**config.mk**
```make
export PLATFORM = sky130hd
export DESIGN_NAME = pixel_write_sink_flat
export DESIGN_NICKNAME = d
export VERILOG_FILES = /design/src/rtl/pixel_pkg.sv /design/src/rtl/pixel_write_sink_if.sv /design/src/rtl/pixel_fifo.sv /design/src/rtl/pixel_write_sink.sv /design/src/flat_wrapper.sv
export SDC_FILE = /design/constraint.sdc
export NUM_CORES = 1
export LEC_CHECK = 0
export ABC_AREA = 1
export CAP_MARGIN = 40
export CORE_AREA = 2 2 191 193
export CTS_CLUSTER_SIZE = 14
export DETAILED_ROUTE_END_ITERATION = 10
export DIE_AREA = 0 0 193 195
export PLACE_DENSITY = 0.76
export REMOVE_ABC_BUFFERS = 1
export SLEW_MARGIN = 20
export SYNTH_ARGS = -nofsm -noshare
export SYNTH_HDL_FRONTEND = slang
export SYNTH_HIERARCHICAL = 1
export SYNTH_SLANG_ARGS = --single-unit
```
**constraint.sdc**
```tcl
create_clock -name aclk -period 4.45 [get_ports aclk]
set_clock_uncertainty 0.1 [all_clocks]
set_input_delay 0.89 -clock aclk [delete_from_list [all_inputs] [get_ports aclk]]
set_output_delay 0.89 -clock aclk [all_outputs]
set_load 0.02 [all_outputs]
```
**src/rtl/pixel_pkg.sv**
```systemverilog
// Shared types for the pixel write sink: pixel beat layout, drain FSM states
// and the width helper for the linear address product.
package pixel_pkg;

  localparam int RGB_W   = 24;
  localparam int COORD_W = 10;

  typedef logic [RGB_W-1:0]   rgb_t;
  typedef logic [COORD_W-1:0] coord_t;

  typedef struct packed {
    rgb_t   rgb;
    coord_t x;
    coord_t y;
  } pixel_t;

  typedef enum logic {
    IDLE  = 1'b0,
    WRITE = 1'b1
  } drain_state_e;

  // Width that holds y*h_res + x without overflow for any 10-bit y and x.
  function automatic int lin_addr_w(input int h_res);
    return COORD_W + $clog2(h_res) + 1;
  endfunction

endpackage

```
**src/rtl/pixel_write_sink_if.sv**
```systemverilog
// Pixel write handshake between the burst writer (master) and the sink (slave):
// one beat transfers on each rising edge where WEN && ready.
interface pixel_write_sink_if;
  import pixel_pkg::*;

  logic   WEN;
  rgb_t   rgb_in;
  coord_t x_in;
  coord_t y_in;
  logic   ready;

  modport master (output WEN, output rgb_in, output x_in, output y_in, input ready);
  modport slave  (input WEN, input rgb_in, input x_in, input y_in, output ready);

endinterface

```
**src/rtl/pixel_fifo.sv**
```systemverilog
// Synchronous FIFO of pixel beats with registered occupancy count.
// DEPTH must be a power of two so the pointers wrap naturally.
module pixel_fifo
  import pixel_pkg::*;
#(
  parameter int DEPTH = 8
) (
  input  logic                       clk,
  input  logic                       rst_n,
  input  logic                       push,
  input  pixel_t                     wr_data,
  input  logic                       pop,
  output pixel_t                     rd_data,
  output logic                       full,
  output logic [$clog2(DEPTH+1)-1:0] count
);

  localparam int PTR_W = $clog2(DEPTH);
  localparam int CNT_W = $clog2(DEPTH + 1);

  pixel_t             mem_q [DEPTH];
  logic [PTR_W-1:0]   wr_ptr_q, wr_ptr_d;
  logic [PTR_W-1:0]   rd_ptr_q, rd_ptr_d;
  logic [CNT_W-1:0]   count_q, count_d;
  logic               do_push, do_pop;

  assign full    = (count_q == CNT_W'(DEPTH));
  assign count   = count_q;
  assign rd_data = mem_q[rd_ptr_q];
  assign do_push = push && !full;
  assign do_pop  = pop && (count_q != '0);

  always_comb begin
    wr_ptr_d = wr_ptr_q;
    rd_ptr_d = rd_ptr_q;
    count_d  = count_q;
    if (do_push) wr_ptr_d = wr_ptr_q + 1'b1;
    if (do_pop)  rd_ptr_d = rd_ptr_q + 1'b1;
    case ({do_push, do_pop})
      2'b10:   count_d = count_q + 1'b1;
      2'b01:   count_d = count_q - 1'b1;
      default: count_d = count_q;
    endcase
  end

  // NOTE: sequential state is assigned with <= so every flop samples pre-edge values.
  always_ff @(posedge clk or negedge rst_n) begin
    if (!rst_n) begin
      wr_ptr_q <= '0;
      rd_ptr_q <= '0;
      count_q  <= '0;
    end else begin
      wr_ptr_q <= wr_ptr_d;
      rd_ptr_q <= rd_ptr_d;
      count_q  <= count_d;
    end
  end

  // NOTE: storage is not reset; the count alone decides which entries are valid.
  always_ff @(posedge clk) begin
    if (do_push) mem_q[wr_ptr_q] <= wr_data;
  end

endmodule

```
**src/rtl/pixel_write_sink.sv**
```systemverilog
// Pixel write sink: buffers incoming beats and drains them to a frame-buffer
// write port one at a time. Optional COORD_CHECK_EN drops off-screen beats.
module pixel_write_sink
  import pixel_pkg::*;
#(
  parameter int H_RES      = 640,
  parameter int V_RES      = 480,
  parameter int FIFO_DEPTH = 8,
  parameter int ADDR_W     = 19
) (
  input  logic              aclk,
  input  logic              aresetn,
  pixel_write_sink_if.slave pix,
  output logic              mem_we,
  output logic [ADDR_W-1:0] mem_addr,
  output logic [RGB_W-1:0]  mem_wdata,
  input  logic              mem_ack,
  output logic              frame_done
`ifdef COORD_CHECK_EN
  ,
  output logic              coord_err
`endif
);

  localparam int FRAME_PIX  = H_RES * V_RES;
  localparam int CNT_W      = $clog2(FRAME_PIX + 1);
  localparam int PROD_W     = lin_addr_w(H_RES);
  localparam int FIFO_CNT_W = $clog2(FIFO_DEPTH + 1);

  drain_state_e      state_q, state_d;
  logic              mem_we_q, mem_we_d;
  logic [ADDR_W-1:0] mem_addr_q, mem_addr_d;
  rgb_t              mem_wdata_q, mem_wdata_d;
  logic [CNT_W-1:0]  pix_cnt_q, pix_cnt_d;
  logic              frame_done_q, frame_done_d;
  logic              ready_en_q;

  pixel_t                in_pix, head;
  logic                  accept, push, pop;
  logic                  fifo_full, fifo_empty;
  logic [FIFO_CNT_W-1:0] fifo_count;
  logic [PROD_W-1:0]     lin_addr;

  // ready is held low in reset and comes only from flops, never from WEN or mem_ack.
  assign pix.ready = ready_en_q && !fifo_full;
  assign accept    = pix.WEN && pix.ready;
  assign in_pix    = '{rgb: pix.rgb_in, x: pix.x_in, y: pix.y_in};

`ifdef COORD_CHECK_EN
  logic in_range;
  logic coord_err_q;

  assign in_range  = (int'(pix.x_in) < H_RES) && (int'(pix.y_in) < V_RES);
  assign push      = accept && in_range;
  assign coord_err = coord_err_q;

  always_ff @(posedge aclk or negedge aresetn) begin
    if (!aresetn) coord_err_q <= 1'b0;
    else          coord_err_q <= accept && !in_range;
  end
`else
  assign push = accept;
`endif

  pixel_fifo #(
    .DEPTH (FIFO_DEPTH)
  ) u_fifo (
    .clk     (aclk),
    .rst_n   (aresetn),
    .push    (push),
    .wr_data (in_pix),
    .pop     (pop),
    .rd_data (head),
    .full    (fifo_full),
    .count   (fifo_count)
  );

  assign fifo_empty = (fifo_count == '0);
  assign pop        = (state_q == IDLE) && !fifo_empty;

  // Full-width product then truncation, so off-screen coordinates alias predictably.
  assign lin_addr = PROD_W'(head.y) * PROD_W'(H_RES) + PROD_W'(head.x);

  // NOTE: every signal written here gets a default first, so no latch can be inferred.
  always_comb begin
    state_d      = state_q;
    mem_we_d     = mem_we_q;
    mem_addr_d   = mem_addr_q;
    mem_wdata_d  = mem_wdata_q;
    pix_cnt_d    = pix_cnt_q;
    frame_done_d = 1'b0;
    case (state_q)
      IDLE: begin
        if (!fifo_empty) begin
          mem_addr_d  = ADDR_W'(lin_addr);
          mem_wdata_d = head.rgb;
          mem_we_d    = 1'b1;
          state_d     = WRITE;
        end
      end
      WRITE: begin
        if (mem_ack) begin
          mem_we_d = 1'b0;
          state_d  = IDLE;
          if (pix_cnt_q == CNT_W'(FRAME_PIX - 1)) begin
            pix_cnt_d    = '0;
            frame_done_d = 1'b1;
          end else begin
            pix_cnt_d = pix_cnt_q + 1'b1;
          end
        end
      end
      default: state_d = IDLE;
    endcase
  end

  always_ff @(posedge aclk or negedge aresetn) begin
    if (!aresetn) begin
      state_q      <= IDLE;
      mem_we_q     <= 1'b0;
      mem_addr_q   <= '0;
      mem_wdata_q  <= '0;
      pix_cnt_q    <= '0;
      frame_done_q <= 1'b0;
      ready_en_q   <= 1'b0;
    end else begin
      state_q      <= state_d;
      mem_we_q     <= mem_we_d;
      mem_addr_q   <= mem_addr_d;
      mem_wdata_q  <= mem_wdata_d;
      pix_cnt_q    <= pix_cnt_d;
      frame_done_q <= frame_done_d;
      ready_en_q   <= 1'b1;
    end
  end

  assign mem_we     = mem_we_q;
  assign mem_addr   = mem_addr_q;
  assign mem_wdata  = mem_wdata_q;
  assign frame_done = frame_done_q;

endmodule

```
**src/flat_wrapper.sv**
```systemverilog
// flat-port wrapper written by rule: the top's interface ports become plain ports
module pixel_write_sink_flat import pixel_pkg::*;
#(
  parameter int H_RES      = 640,
  parameter int V_RES      = 480,
  parameter int FIFO_DEPTH = 8,
  parameter int ADDR_W     = 19
)
  (aclk, aresetn, mem_we, mem_addr, mem_wdata, mem_ack, frame_done, pix_WEN, pix_rgb_in, pix_x_in, pix_y_in, pix_ready);
  pixel_write_sink_if pix_i ();
  input  logic aclk;
  input  logic aresetn;
  output logic mem_we;
  output logic [ADDR_W-1:0] mem_addr;
  output logic [RGB_W-1:0] mem_wdata;
  input  logic mem_ack;
  output logic frame_done;
  input wire logic [$bits(pix_i.WEN)-1:0] pix_WEN;
  input wire logic [$bits(pix_i.rgb_in)-1:0] pix_rgb_in;
  input wire logic [$bits(pix_i.x_in)-1:0] pix_x_in;
  input wire logic [$bits(pix_i.y_in)-1:0] pix_y_in;
  output wire logic [$bits(pix_i.ready)-1:0] pix_ready;
  assign pix_i.WEN = pix_WEN;
  assign pix_i.rgb_in = pix_rgb_in;
  assign pix_i.x_in = pix_x_in;
  assign pix_i.y_in = pix_y_in;
  assign pix_ready = pix_i.ready;
  pixel_write_sink #(.H_RES(H_RES), .V_RES(V_RES), .FIFO_DEPTH(FIFO_DEPTH), .ADDR_W(ADDR_W)) u_core (.aclk(aclk), .aresetn(aresetn), .pix(pix_i), .mem_we(mem_we), .mem_addr(mem_addr), .mem_wdata(mem_wdata), .mem_ack(mem_ack), .frame_done(frame_done));
endmodule
```
== Word-level counts from Yosys, hierarchy flattened ==
Memory sizes are Yosys's and may differ from the RTL's.
Cells that the tools add are included.
Storage, ports and cells
  register bits: 76
  memory bits (writable): 352
  bits of input ports: 48
  word-level logic and storage cells: 52
  memories kept: 1
Memory list
  u_core.u_fifo.mem_q: words 8, bits a word 44, read ports 1, clocked after memory_dff 0, write ports 1, RTL line pixel_fifo.sv:21  | pixel_t mem_q [DEPTH];
Cells by class
  $add $sub $neg: 6
  multipliers: 1
  equal/unequal tests: 6
  muxes and demuxes: 13
  bitwise logic cells: 2
  reduce and logical (&&, ||, !) cells: 13
Operator list (count)
  adder 19 x 1 -> 19 bit, second input constant: 1
  adder 19 x 10 -> 19 bit: 1
  equality test 19 bit, second input constant: 1
  two-way mux 19 bit: 1
  multiplier 10 x 3 -> 12 bit, second input constant: 1
  two-way mux 1 bit: 9
  one-hot mux 4 bit (2 select lines): 1
  adder 3 x 1 -> 3 bit, second input constant: 2
  AND reduction 2 bit: 3
  logical AND 1 bit: 5
  adder 4 x 1 -> 4 bit, second input constant: 1
  equality test 4 bit, second input constant: 1
  zero test 4 bit: 1
  != test 2 bit, second input constant: 2
  one-hot mux 1 bit (2 select lines): 2
  nonzero test 4 bit: 1
  subtractor 4 x 1 -> 4 bit, second input constant: 1
  equality test 2 x 1 -> 1 bit, second input constant: 1
  equality test 2 bit, second input constant: 1
  zero test 1 bit: 2
  NOT 1 bit: 2
  nonzero test 2 bit: 1

== Logic depth before layout (Yosys ltp) ==
  word-level depth: 7
  gate-level depth with buffers: 21
  depth with buffers taken out: 19

== Modules after synthesis ==
Netlist, hierarchy kept.
By module, submodules not included
  pixel_fifo: times used 1, cells an instance 1600, area each 15678.8 um^2
  pixel_write_sink: times used 1, cells an instance 464, area each 3648.5 um^2

== Worst setup path before layout ==
No wires, ideal clock.
  kind: input to register
  start point: input port pix_WEN
  end point: memory u_core/u_fifo/mem_q[4][0] (netlist name), enable pin
  library setup time: 0.500 ns
  arrival time: 4.431 ns
  required time: 3.850 ns
  slack: -0.581 ns
  stages: 4
  path through: nor3b_1 -> nand2_1 -> buf_2 -> nor3_1
On the way
  cells in the longest elaborated chain, start to end: 4
Ends and longest elaborated chain
  start, declared: RTL line flat_wrapper.sv:18  | input wire logic [$bits(pix_i.WEN)-1:0] pix_WEN;
  logical AND 1 bit: RTL line pixel_write_sink.sv:46  | assign accept = pix.WEN && pix.ready;
  logical AND 1 bit: RTL line pixel_fifo.sv:30  | assign do_push = push && !full;
  two-way mux 1 bit: RTL line pixel_fifo.sv:61  | if (do_push) mem_q[wr_ptr_q] <= wr_data;
  two-way mux 1 bit (not written as such): RTL line pixel_fifo.sv:61
  end, declared: RTL line pixel_fifo.sv:21
Every way passes these cells.

==> insert_results.sql <==
INSERT INTO impl_metrics (metric_group, metric, value, unit) VALUES
('grt', 'grt.overflow.total', '0', ''),
('timing', 'drv_slew', '0', ''),
('routing', 'via_per_inst', '5.05', ''),
('floorplan', 'fp.dieArea', '37600', 'µm²'),
('clocking', 'cts-htree-levels', '2', ''),
('clocking', 'tritoncts', 'built', ''),
('finish', 'fillerInstances', '2716', ''),
('yosys', 'yosysSeqAreaShare', '64.5', '%'),
('floorplan', 'die_w', '193', 'µm'),
('yosys', 'portion_of_synthesized_cell_area_occupied_by_the_leading_cell_type', '54.7', '%'),
('timing', 'setup_violations', '0', ''),
('placed_design', 'input_output_buffers', '93', ''),
('yosys', 'netlist-cell-type-count', '40', ''),
('grt', 'first_global_vias', '12700', ''),
('clocking', 'postCtsSetupRepairBufs', '0', ''),
('critical_path', 'worst_ep_required_time', '4.80', 'ns'),
('finish', 'multiInputGateArea', '5600', 'µm²'),
('grt', 'grt_util_all_layers', '22.0', '%'),
('clocking', 'skew_pair_late_insertion_delay', '0.57', 'ns'),
('clocking', 'tritoncts.num_buffers', '44', ''),
('clocking', 'clkTransAtPathRegs', '0.06', 'ns'),
('finish', 'regArea', '12500', 'µm²'),
('timing', 'report.final.hold_viol_count', '0', ''),
('grt', 'grt_first_pass_wirelength', '64400', 'µm'),
('floorplan', 'start_util', '54.6', '%'),
('routing', 'routed_wire_length_per_instance', '15.2', 'µm'),
('clocking', 'cts.sink_count', '428', ''),
('finish', 'synthToLayoutAreaGrowth', '15.6', '%'),
('critical_path', 'crit_path_end_kind', 'register', ''),
('finish', 'finish.utilization', '63.1', '%'),
('power_and_ir_drop', 'static-leakage-power', '9.91', 'nW'),
('placed_design', 'gpl.final_weighted_congestion', '0.873', ''),
('flow_run', 'cap_violations', '0', ''),
('clocking', 'hold_buffer_count_at_cts', '0', ''),
('critical_path', 'worst_path_fanout_max', '44', ''),
('timing', 'final_layout_worst_hold_slack', '0.0650', 'ns'),
('routing', 'finalWirelength', '40300', 'µm'),
('critical_path', 'critical_path.cell_chain', 'inv_4 > nor2_1 > nand2_1 > nand2_1 > nand2_1 > nand2_1 > ha_1 > ha_1 > fa_1 > nand2_1 > inv_1 > nand2_1 > nor2_4 > nand3_4 > nor2_4 > nand3_1 > nand3_1 > nand2_1', ''),
('yosys', 'postSynthCellCount', '2064', ''),
('outcome', 'run_status', 'finished clean', ''),
('routing', 'post-route-drc-count', '0', ''),
('clocking', 'post_cts_resized', '0', ''),
('yosys', 'synth.top_cells.by_area', 'sky130_fd_sc_hd__edfxtp_1, sky130_fd_sc_hd__nand2_1, sky130_fd_sc_hd__dfrtp_1', ''),
('critical_path', 'r2r_start', 'u_core/u_fifo/rd_ptr_q[1]$_DFFE_PN0P_', ''),
('routing', 'drt_first_iter_violations', '942', ''),
('critical_path', 'worst_path_most_repeated_cell', 'sky130_fd_sc_hd__nand2_1', ''),
('critical_path', 'crit_path_top_delay_cell', 'sky130_fd_sc_hd__dfrtp_4', ''),
('grt', 'antenna_found_initial', '4', ''),
('placed_design', 'placed_cells_incl_taps', '2569', ''),
('timing', 'period_needed', '3.76', 'ns'),
('critical_path', 'critical-path-max-stage-delay', '0.64', 'ns'),
('timing', 'timing_worst_slew_pin_value', '0.819', 'ns'),
('floorplan', 'fp.dieH', '195', 'µm'),
('critical_path', 'criticalPathCategory', 'register to register', ''),
('timing', 'timing.final.crit_share', '84.4', '%'),
('finish', 'final_nets', '2232', ''),
('critical_path', 'startpoint_type', 'register', ''),
('timing', 'grt_setup_unrepaired', 'false', ''),
('yosys', 'synth_top_area_cell', 'sky130_fd_sc_hd__edfxtp_1', ''),
('routing', 'ant_nets', '0', ''),
('floorplan', 'num_io_pins', '94', ''),
('yosys', 'number_of_warning_messages_in_the_yosys_log', '6', ''),
('yosys', 'postSynthRegisterBits', '428', ''),
('clocking', 'max-clock-path-buffers', '3', ''),
('power_and_ir_drop', 'vdd_ir_max', '588', 'µV'),
('finish', 'layout-drive-gt1-share', '6.07', '%'),
('grt', 'grt_max_degree', '99', ''),
('routing', 'detailroute.via_count', '13400', ''),
('clocking', 'root_buffer', 'sky130_fd_sc_hd__clkbuf_16', ''),
('routing', 'drt_pass1_iterations', '6', ''),
('timing', 'setup_tns', '0', 'ns');
## through the flow
| stage | cell area, µm² | total power (W) | setup WS, ns |
|---|---|---|---|
| final | 22300 | 0.0157 | 0.693 |
| after global routing | 22300 | 0.0168 | 0.423 |
| after CTS | 22300 | 0.0157 | 0.687 |
| after detailed placement | 20700 | 0.0118 | 0.718 |
| after global placement | 20700 | 0.0115 | 0.779 |
| after floorplan | 18900 | 0.00988 | -3.68 |
## cells by family (layout without fill, tap and decap cells)
family | count (synthesis) | in the layout | share of synthesized area [%]
AND/OR/NAND/NOR | 1237 | 1237 | 25.0
buffers and inverters | 317 | 445 | 6.73
other | 1 | 3 | 0.0194
flip-flops | 428 | 428 | 64.5
adder cells (fa/ha/maj) | 28 | 28 | 1.93
XOR/XNOR | 14 | 14 | 0.673
AO/OA/AOI/OAI | 39 | 39 | 1.08
## Yosys cell counts, drive strengths merged
cell type / instances
nor4: 4
nor3: 19
o21a: 1
conb: 1
nand2: 781
o31ai: 1
buf: 60
fa: 3
a21oi: 15
clkbuf: 17
a2bb2oi: 1
nor3b: 2
xnor2: 7
o21bai: 1
or2: 1
nand3: 30
nand4: 18
ha: 25
nand3b: 1
edfxtp: 352
clkinv: 2
inv: 238
dfrtp: 76
o21ai: 19
xor2: 7
nor2: 381
a211oi: 1
## critical path: cells and delay by family (launching register included)
| family | cells | cell delay [ns] |
|---|---|---|
| fa+ha+maj | 3 | 1.12 |
| buf+inv | 2 | 0.59 |
| flops | 1 | 0.64 |
| simple gates | 13 | 1.19 |
## registers in the layout (all words and copies together), names as in the netlist
register                count
u_core/mem_we               1
u_core/mem_addr            19
u_core/u_fifo/wr_ptr_q      3
u_core/pix_cnt_q           19
u_core/mem_wdata           24
u_core/state_q              1
u_core/u_fifo/mem_q       352
u_core/u_fifo/count         4
u_core/u_fifo/rd_ptr_q      3
u_core/frame_done           1
u_core/ready_en_q           1
## layer usage
layer  GRT usage (%)  up-vias  share of wire [%]
met5               0        -              0.072
met4            7.66        4                2.7
met3            4.28       88                6.4
met2            36.3      413                 49
met1            29.1     6248                 42
li1                -     6648                  -
## cells in the final DEF, fill, tap and decap left out, types with 3 or more instances in the layout
master	n
sky130_fd_sc_hd__ha_1	25
sky130_fd_sc_hd__xor2_1	6
sky130_fd_sc_hd__a21oi_1	15
sky130_fd_sc_hd__clkbuf_1	9
sky130_fd_sc_hd__fa_1	3
sky130_fd_sc_hd__nor3_2	11
sky130_fd_sc_hd__clkbuf_16	44
sky130_fd_sc_hd__nand2_1	777
sky130_fd_sc_hd__dfrtp_1	73
sky130_fd_sc_hd__buf_4	27
sky130_fd_sc_hd__o21ai_0	17
sky130_fd_sc_hd__nand4_1	18
sky130_fd_sc_hd__clkbuf_8	5
sky130_fd_sc_hd__nor4_1	4
sky130_fd_sc_hd__nor2_1	375
sky130_fd_sc_hd__nor2_2	3
sky130_fd_sc_hd__clkdlybuf4s50_1	92
sky130_fd_sc_hd__edfxtp_1	352
sky130_fd_sc_hd__nand3_1	28
sky130_fd_sc_hd__inv_1	232
sky130_fd_sc_hd__clkinv_2	5
sky130_fd_sc_hd__clkinv_1	7
sky130_fd_sc_hd__nor3_1	8
sky130_fd_sc_hd__nand2_2	4
sky130_fd_sc_hd__inv_2	6
sky130_fd_sc_hd__bufinv_16	8
sky130_fd_sc_hd__nor2_4	3
sky130_fd_sc_hd__xnor2_1	7
## power by group
group / switching, W / internal [W]
combinational: 0.00422 / 0.00230
sequential: 0.000366 / 0.00488
clock: 0.00151 / 0.00238
## area by class of cell
type / instances / share of cell area, %
clock buffer: 58 / 5.39
timing repair buffer: 123 / 5.45
clock inverter: 24 / 1.58
inverter: 240 / 4.04
multi-input combinational: 1319 / 25.1
tap: 461 / 2.58
antenna: 2 / 0.0224
sequential: 428 / 55.9
## final timing paths
check / endpoint / slack, ns / cells after the start
worst max-delay path: u_core/mem_addr[18]$_DFFE_PN0P_ / 0.69 / 18
worst min-delay path: u_core/mem_addr[8]$_DFFE_PN0P_ / 0.06 / 1
worst max register to register: u_core/mem_addr[18]$_DFFE_PN0P_ / 0.69 / 18
worst min register to register: u_core/mem_wdata[2]$_DFFE_PN0P_ / 0.37 / 2
max in group asynchronous: u_core/mem_addr[2]$_DFFE_PN0P_ / 3.62 / 2
min in group aclk: u_core/mem_wdata[2]$_DFFE_PN0P_ / 0.37 / 2
(Power assumes the default switching activity.)
